[config.mk]
export PLATFORM = sky130hd
export DESIGN_NAME = sensor_scheduler
export DESIGN_NICKNAME = d
export VERILOG_FILES = /design/src/rtl/sensor_scheduler.sv
export SDC_FILE = /design/constraint.sdc
export NUM_CORES = 1
export LEC_CHECK = 0
export CORE_MARGIN = 5
export CORE_UTILIZATION = 33
export CTS_BUF_LIST = sky130_fd_sc_hd__clkbuf_8
export DETAILED_ROUTE_END_ITERATION = 7
export GPL_TIMING_DRIVEN = 0
export HOLD_SLACK_MARGIN = 0.15
export PLACE_DENSITY_LB_ADDON = 0.15
export SETUP_SLACK_MARGIN = 0.3
export SLEW_MARGIN = 0
export SYNTH_ARGS = -nofsm -noshare
export SYNTH_HDL_FRONTEND = slang
export SYNTH_SLANG_ARGS = --single-unit
[constraint.sdc]
create_clock -name clk -period 2.2 [get_ports clk]
set_input_delay 0.55 -clock clk [delete_from_list [all_inputs] [get_ports clk]]
set_output_delay 0.55 -clock clk [all_outputs]
set_load 0.02 [all_outputs]
[src/rtl/sensor_scheduler.sv]
// Periodic sensor conversion scheduler: free-running sample tick, one-deep pending slot,
// round-robin or fixed channel select. Define SENSOR_SCHED_TIMEOUT_EN to abort stuck conversions.
module sensor_scheduler #(
    parameter int unsigned SAMPLE_PERIOD  = 1000,
    parameter int unsigned TIMEOUT_CYCLES = 255
) (
    input  logic        clk,
    input  logic        reset,
    input  logic [2:0]  mode,
    input  logic        sns_done,
    input  logic [15:0] sns_data,
    output logic        sns_start,
    output logic [1:0]  sns_sel,
    output logic [15:0] result_data,
    output logic [1:0]  result_ch,
    output logic        result_valid,
    output logic [7:0]  overrun_cnt,
    output logic        timeout_err
);

    localparam int unsigned CNT_W  = $clog2(SAMPLE_PERIOD);
    localparam int unsigned WAIT_W = 16;
    localparam logic [CNT_W-1:0]  CNT_LAST  = CNT_W'(SAMPLE_PERIOD - 1);
    localparam logic [WAIT_W-1:0] WAIT_LAST = WAIT_W'(TIMEOUT_CYCLES - 1);

`ifdef SENSOR_SCHED_TIMEOUT_EN
    localparam bit TIMEOUT_EN = 1'b1;
`else
    localparam bit TIMEOUT_EN = 1'b0;
`endif

    typedef enum logic [1:0] {
        S_IDLE  = 2'd0,
        S_START = 2'd1,
        S_WAIT  = 2'd2,
        S_LATCH = 2'd3
    } state_t;

    state_t             state;
    logic [CNT_W-1:0]   tick_cnt;
    logic               tick;
    logic               pending;
    logic [1:0]         last_ch;
    logic [1:0]         next_ch;
    logic [WAIT_W-1:0]  wait_cnt;

    // Sample-period counter runs regardless of FSM state
    assign tick = (tick_cnt == CNT_LAST);

    always_ff @(posedge clk or posedge reset) begin
        if (reset) begin
            tick_cnt <= '0;
        end else if (tick) begin
            tick_cnt <= '0;
        end else begin
            tick_cnt <= tick_cnt + CNT_W'(1);
        end
    end

    // Fixed channel when mode is 1..3, otherwise successor of the last issued channel
    always_comb begin
        next_ch = 2'd1;
        if (mode inside {3'd1, 3'd2, 3'd3}) begin
            next_ch = mode[1:0];
        end else if (last_ch != 2'd3) begin
            next_ch = last_ch + 2'd1;
        end
    end

    always_ff @(posedge clk or posedge reset) begin
        if (reset) begin
            state        <= S_IDLE;
            pending      <= 1'b0;
            last_ch      <= 2'd3;
            wait_cnt     <= '0;
            sns_start    <= 1'b0;
            sns_sel      <= 2'd1;
            result_data  <= '0;
            result_ch    <= 2'd0;
            result_valid <= 1'b0;
            overrun_cnt  <= '0;
            timeout_err  <= 1'b0;
        end else begin
            sns_start    <= 1'b0;
            result_valid <= 1'b0;
            timeout_err  <= 1'b0;

            // One pending slot; any tick that finds it occupied is dropped
            if (tick && pending && (overrun_cnt != 8'hFF)) begin
                overrun_cnt <= overrun_cnt + 8'd1;
            end
            if (state == S_IDLE) begin
                pending <= 1'b0;
            end else if (tick) begin
                pending <= 1'b1;
            end

            case (state)
                S_IDLE: begin
                    if (tick || pending) begin
                        state     <= S_START;
                        sns_start <= 1'b1;
                        sns_sel   <= next_ch;
                        last_ch   <= next_ch;
                    end
                end
                S_START: begin
                    state    <= S_WAIT;
                    wait_cnt <= '0;
                end
                S_WAIT: begin
                    if (sns_done) begin
                        state        <= S_LATCH;
                        result_data  <= sns_data;
                        result_ch    <= sns_sel;
                        result_valid <= 1'b1;
                    end else if (TIMEOUT_EN && (wait_cnt == WAIT_LAST)) begin
                        state       <= S_IDLE;
                        timeout_err <= 1'b1;
                    end else begin
                        wait_cnt <= wait_cnt + WAIT_W'(1);
                    end
                end
                S_LATCH: begin
                    state <= S_IDLE;
                end
                default: begin
                    state <= S_IDLE;
                end
            endcase
        end
    end

endmodule

; Yosys cells after proc, flatten, opt, wreduce, memory -nomap -nowiden
; Cells that the tools add are included.
[word_totals]
word_cells = 45
memories = 0
latchBits = 0
ff_bits = 45
rom_bits = 0
ram_bits = 0
out_inout_bits = 31
[op_classes]
reduce_logical = 9
order_cmp = 0
muxes = 12
eq_ne = 11
bitwise = 0
div_mod_pow = 0
n_mul = 0
addsub = 3
n_shift = 0
[op_table]
columns = op, n
row1 = "10-bit by 1-bit adder with 10-bit output, second input constant", 1
row2 = "10-bit equality test, second input constant", 1
row3 = 10-bit 2-to-1 mux, 1
row4 = "8-bit by 1-bit adder with 8-bit output, second input constant", 1
row5 = 2-bit 2-to-1 mux, 4
row6 = "8-bit inequality test, second input constant", 1
row7 = 2-bit one-hot mux with 4 select lines, 1
row8 = "3-bit by 2-bit equality test with 1-bit output, second input constant", 2
row9 = 1-bit 2-to-1 mux, 6
row10 = 2-bit AND reduction, 3
row11 = "2-bit equality test, second input constant", 2
row12 = "2-bit inequality test, second input constant", 2
row13 = "3-bit by 1-bit equality test with 1-bit output, second input constant", 1
row14 = 3-bit nonzero test, 1
row15 = "2-bit by 1-bit adder with 2-bit output, second input constant", 1
row16 = "2-bit by 1-bit equality test with 1-bit output, second input constant", 1
row17 = 1-bit logical AND, 2
row18 = 2-bit zero test, 1
row19 = "2-bit by 1-bit inequality test with 1-bit output, second input constant", 1
row20 = 2-bit nonzero test, 1
row21 = 1-bit logical OR, 1

; Logic depth before layout (Yosys ltp)
[depth]
word_depth = 4
mapped_depth = 6

; Least setup slack after synthesis
; OpenSTA, ideal clock, no wires.
[synth_path]
path_type = flip-flop to flip-flop
start = register tick_cnt[0]
end = register state[1]
t_arrival_ps = 1804
setup_ps = 128
path_buffers = 1
slack_ps = 269
required_time_ps = 2072
path_stages_with_launch = 7
path_cell_list = dfrtp_1 > ha_1 > nand4b_2 > or3_1 > buf_2 > a32oi_1 > mux2_1
[synth_via]
elab_chain_len = 4
[synth_lines]
columns = item, line
row1 = from (decl), 40  ; logic [CNT_W-1:0] tick_cnt;
row2 = from (signal assigned), 56  ; tick_cnt <= tick_cnt + CNT_W'(1);
row3 = 10-bit equality test, 48  ; assign tick = (tick_cnt == CNT_LAST);
row4 = 1-bit logical OR, 100  ; if (tick || pending) begin
row5 = 2-bit by 1-bit inequality test with 1-bit output (no source line), -
row6 = 2-bit AND reduction (no source line), -
row7 = to (signal assigned), 101  ; state <= S_START;
row8 = to (signal assigned), 108  ; state <= S_WAIT;
row9 = to (signal assigned), 113  ; state <= S_LATCH;
row10 = to (decl), 39  ; state_t state;
; No other way between the ends.
; A chain may end at the register's enable or synchronous reset.

; Final worst setup path
; Ends and elaborated chain as after synthesis.

==> run_results.csv <==
group,metric,value,unit
place,hpwl,2800,um
timing,fin_crit_sh,87.1,%
timing,layout_setup_ws,0.285,ns
timing,slew_headroom,61.7,%
cts,cts.clk_slew.worst_paths,0.08,ns
drt,drtAntennaViolNets,0,
logic_synthesis,synth-warning-count,0,
global_routing,met2_usage,17.6,%
place,io_buffers,51,
floorplan,dieWidth,86.4,um
pwr,peakVddDrop,0.000417,V
flow_run,cap_violations,0,
drt,drt-total-wl,3840,um
cts,clockBufferDepth,2,
timing,fin_crit,1.92,ns
cts,cts_sinks,44,
worst_setup_path,worst_setup_path_start_kind,"flop",
cells_and_area,nets,251,
floorplan,die-area,7460,um^2
worst_setup_path,arrival,2.09,ns
cts,root_buffer,"clkbuf_8",
place,place_ws,-0.161,ns
cts,clk_latency,0.28,ns
place,place_area,2570,um^2
worst_setup_path,slowest_stage,"dfrtp_1",
worst_setup_path,cp_cell_sequence,"ha_4 > nand4b_4 > or3_1 > buf_6 > a32oi_2 > mux2_4",
cells_and_area,fin_area,2730,um^2
cts,htree_levels,2,
global_routing,use_met1,13.2,%
global_routing,grt_pass1_vias,1464,
floorplan,design.portCount,53,
cells_and_area,fillers,521,
drt,num_vias,1371,
global_routing,grt_busiest_layer,"met2",
cts,cts_tree,"done",
pwr,p_per_area,505,nW/um^2
timing,final.setup_skew,0.00243,ns
outcome,outcome,"finished clean",
global_routing,use_met3,5.89,%
worst_setup_path,crit_family,"simple AND/OR/NAND/NOR gates",
timing,setup_viol,0,
drt,drt_pass1_iterations,2,
worst_setup_path,crit_required,2.38,ns
cells_and_area,area_growth,41.9,%
logic_synthesis,synth_seq_cells,44,
cells_and_area,diodes,0,
worst_setup_path,worst-path-buf-inv,1,
worst_setup_path,max_stage_delay,0.40,ns
drt,drtIter0Drc,41,
logic_synthesis,syn_avg_cell_area,12.1,um^2
drt,vias_per_cell,4.62,
floorplan,start_util,34.5,%
worst_setup_path,path_max_fanout,7,
cts,numCtsBuffers,5,
drt,wire_per_inst,12.9,um
timing,maxSlewViolCount,0,
floorplan,fp-row-count,27,
logic_synthesis,synthCells,159,
global_routing,gr-total-overflow,0,
drt,drc,0,
worst_setup_path,crit_path_end_kind,"flop",
global_routing,grtUsageTotal,11.1,%
timing,hold_viol,0,
logic_synthesis,syn_area,1930,um^2
global_routing,grt_max_degree,34,
logic_synthesis,ys_types,35,
timing,clock.fmax,522,MHz
worst_setup_path,path_class,"flop to flop",
timing,rsz0062_at_grt,"true",
worst_hold_path,hp-class,"flop to flop",
global_routing,grt_pass1_wl,6610,um
logic_synthesis,syn_nets,186,
place,gp_congestion,0.813,
timing,worst_slew_pin_slew,0.568,ns
global_routing,antenna_found_initial,0,
floorplan,die_y,86.4,um
cells_and_area,layout-drive-gt1-share,22.7,%
floorplan,design.core.area,5570,um^2
pwr,leakage,1.40,nW
logic_synthesis,ys_seq_area_share,57.3,%
cell usage after synthesis:
cell type	n	share of area, %
dfstp_2	2	2.7
o41ai_2	1	0.84
nand4b_2	1	0.78
nand2b_1	1	0.33
nor3_2	1	0.52
xnor2_1	3	1.4
mux2_1	1	0.58
nor2b_1	2	0.65
nor3_1	2	0.52
o22ai_1	1	0.33
buf_2	1	0.26
o221a_2	1	0.58
buf_4	2	0.78
conb_1	1	0.19
and2_1	1	0.33
ha_1	5	3.2
mux2_2	19	11
o22a_1	1	0.45
or3_1	1	0.33
clkbuf_1	2	0.39
dfrtp_1	42	55
a32oi_1	1	0.45
a22o_1	1	0.45
a31oi_1	1	0.33
and4_1	2	0.91
a21oi_1	5	1.3
nand3_1	6	1.6
nand2_1	5	0.97
xor2_1	9	4.1
inv_1	11	2.1
nand4_1	7	2.3
or2_2	2	0.65
o21bai_1	1	0.39
nor2_1	15	2.9
nor4_1	2	0.65
report_power, final:
part	internal, W	switching [W]	leakage (nW)
Sequential	0.000808	0	0.588
Combinational	0.0000387	0.0000244	0.758
Clock	0.000251	0.000259	0.0510
Total	0.00110	0.000283	1.40
flip-flops by register name, indices dropped and copies added, names as in the netlist:
register	count
last_ch	1
result_ch	2
tick_cnt	10
sns_sel	2
overrun_cnt	8
sns_start	1
result_data	16
state	2
result_valid	1
pending	1
cell families after synthesis:
logic type / count (synthesis) / synth area share [%]
other: 1 / 0.195
flip-flops: 44 / 57.3
buffers and inverters: 16 / 3.57
XOR/XNOR: 12 / 5.46
multiplexers: 20 / 11.7
AO/OA/AOI/OAI: 13 / 5.13
adder cells (fa/ha/maj): 5 / 3.25
AND/OR/NAND/NOR: 48 / 13.4
through the flow:
step	std cells	TNS, ns	power [W]	utilization (%)	hold slack, ns
after floorplan	159	0	0.000842	-	0.473
after global placement	282	-17.86	0.000885	45.7	0.486
after detailed placement	283	-1.39	0.000889	46.0	0.493
after CTS	294	0	0.00142	48.4	0.508
after global routing	297	0	0.00145	49.0	0.519
final	297	0	0.00138	49.0	0.505
layer usage:
| layer | vias to the layer above | wire length [um] |
|---|---|---|
| met3 | 4 | 341 |
| met4 | 0 | 32 |
| met2 | 33 | 1830 |
| met5 | - | 0 |
| li1 | 678 | - |
| met1 | 656 | 1640 |
timing repair:
item                       in CTS  in global routing
setup buffers                   3                  3
gates resized for setup        12                  4
pin swaps                       2                  1
hold endpoints to repair        0                  0
hold buffers                    0                  0
setup endpoints to repair      19                 17
path summary, 6_finish.rpt:
| path | slack, ns | to | cells past startpoint | from |
|---|---|---|---|---|
| setup / recovery | 0.28 | state[1] | 6 | tick_cnt[0] |
| hold / removal | 0.50 | last_ch[1] | 2 | last_ch[1] |
| setup reg to reg | 0.28 | state[1] | 6 | tick_cnt[0] |
| hold reg to reg | 0.50 | last_ch[1] | 2 | last_ch[1] |
| max in group asynchronous | 1.16 | last_ch[1] | 3 | reset |
| min in group asynchronous | 0.51 | result_data[9] | 2 | reset |
placed cells by master (no fill, tap or decap), drive strengths merged, types with 5 or more instances in the layout:
cell type	instances
a21oi	5
buf	10
clkbuf	8
clkdlybuf4s50	42
dfrtp	42
dlygate4sd2	6
ha	5
inv	11
mux2	20
nand2	5
nand3	6
nand4	7
nor2	15
xor2	9
tightest hold or removal path, stage by stage (launching register included):
cell	delay [ns]
dfstp_2	0.37
nor2_1	0.09
nor2_1	0.04
layout make-up:
type | count | area (um^2) | share of cell area, %
inverter | 11 | 41.3 | 1.51
clock inverter | 2 | 10.0 | 0.366
clock buffer | 6 | 82.6 | 3.02
multi-input combinational | 99 | 795 | 29.1
buffer | 5 | 35.0 | 1.28
timing repair buffer | 58 | 576 | 21.1
sequential | 44 | 1100 | 40.4
tap | 72 | 90.1 | 3.30
Power figures use the tool's default switching activity.
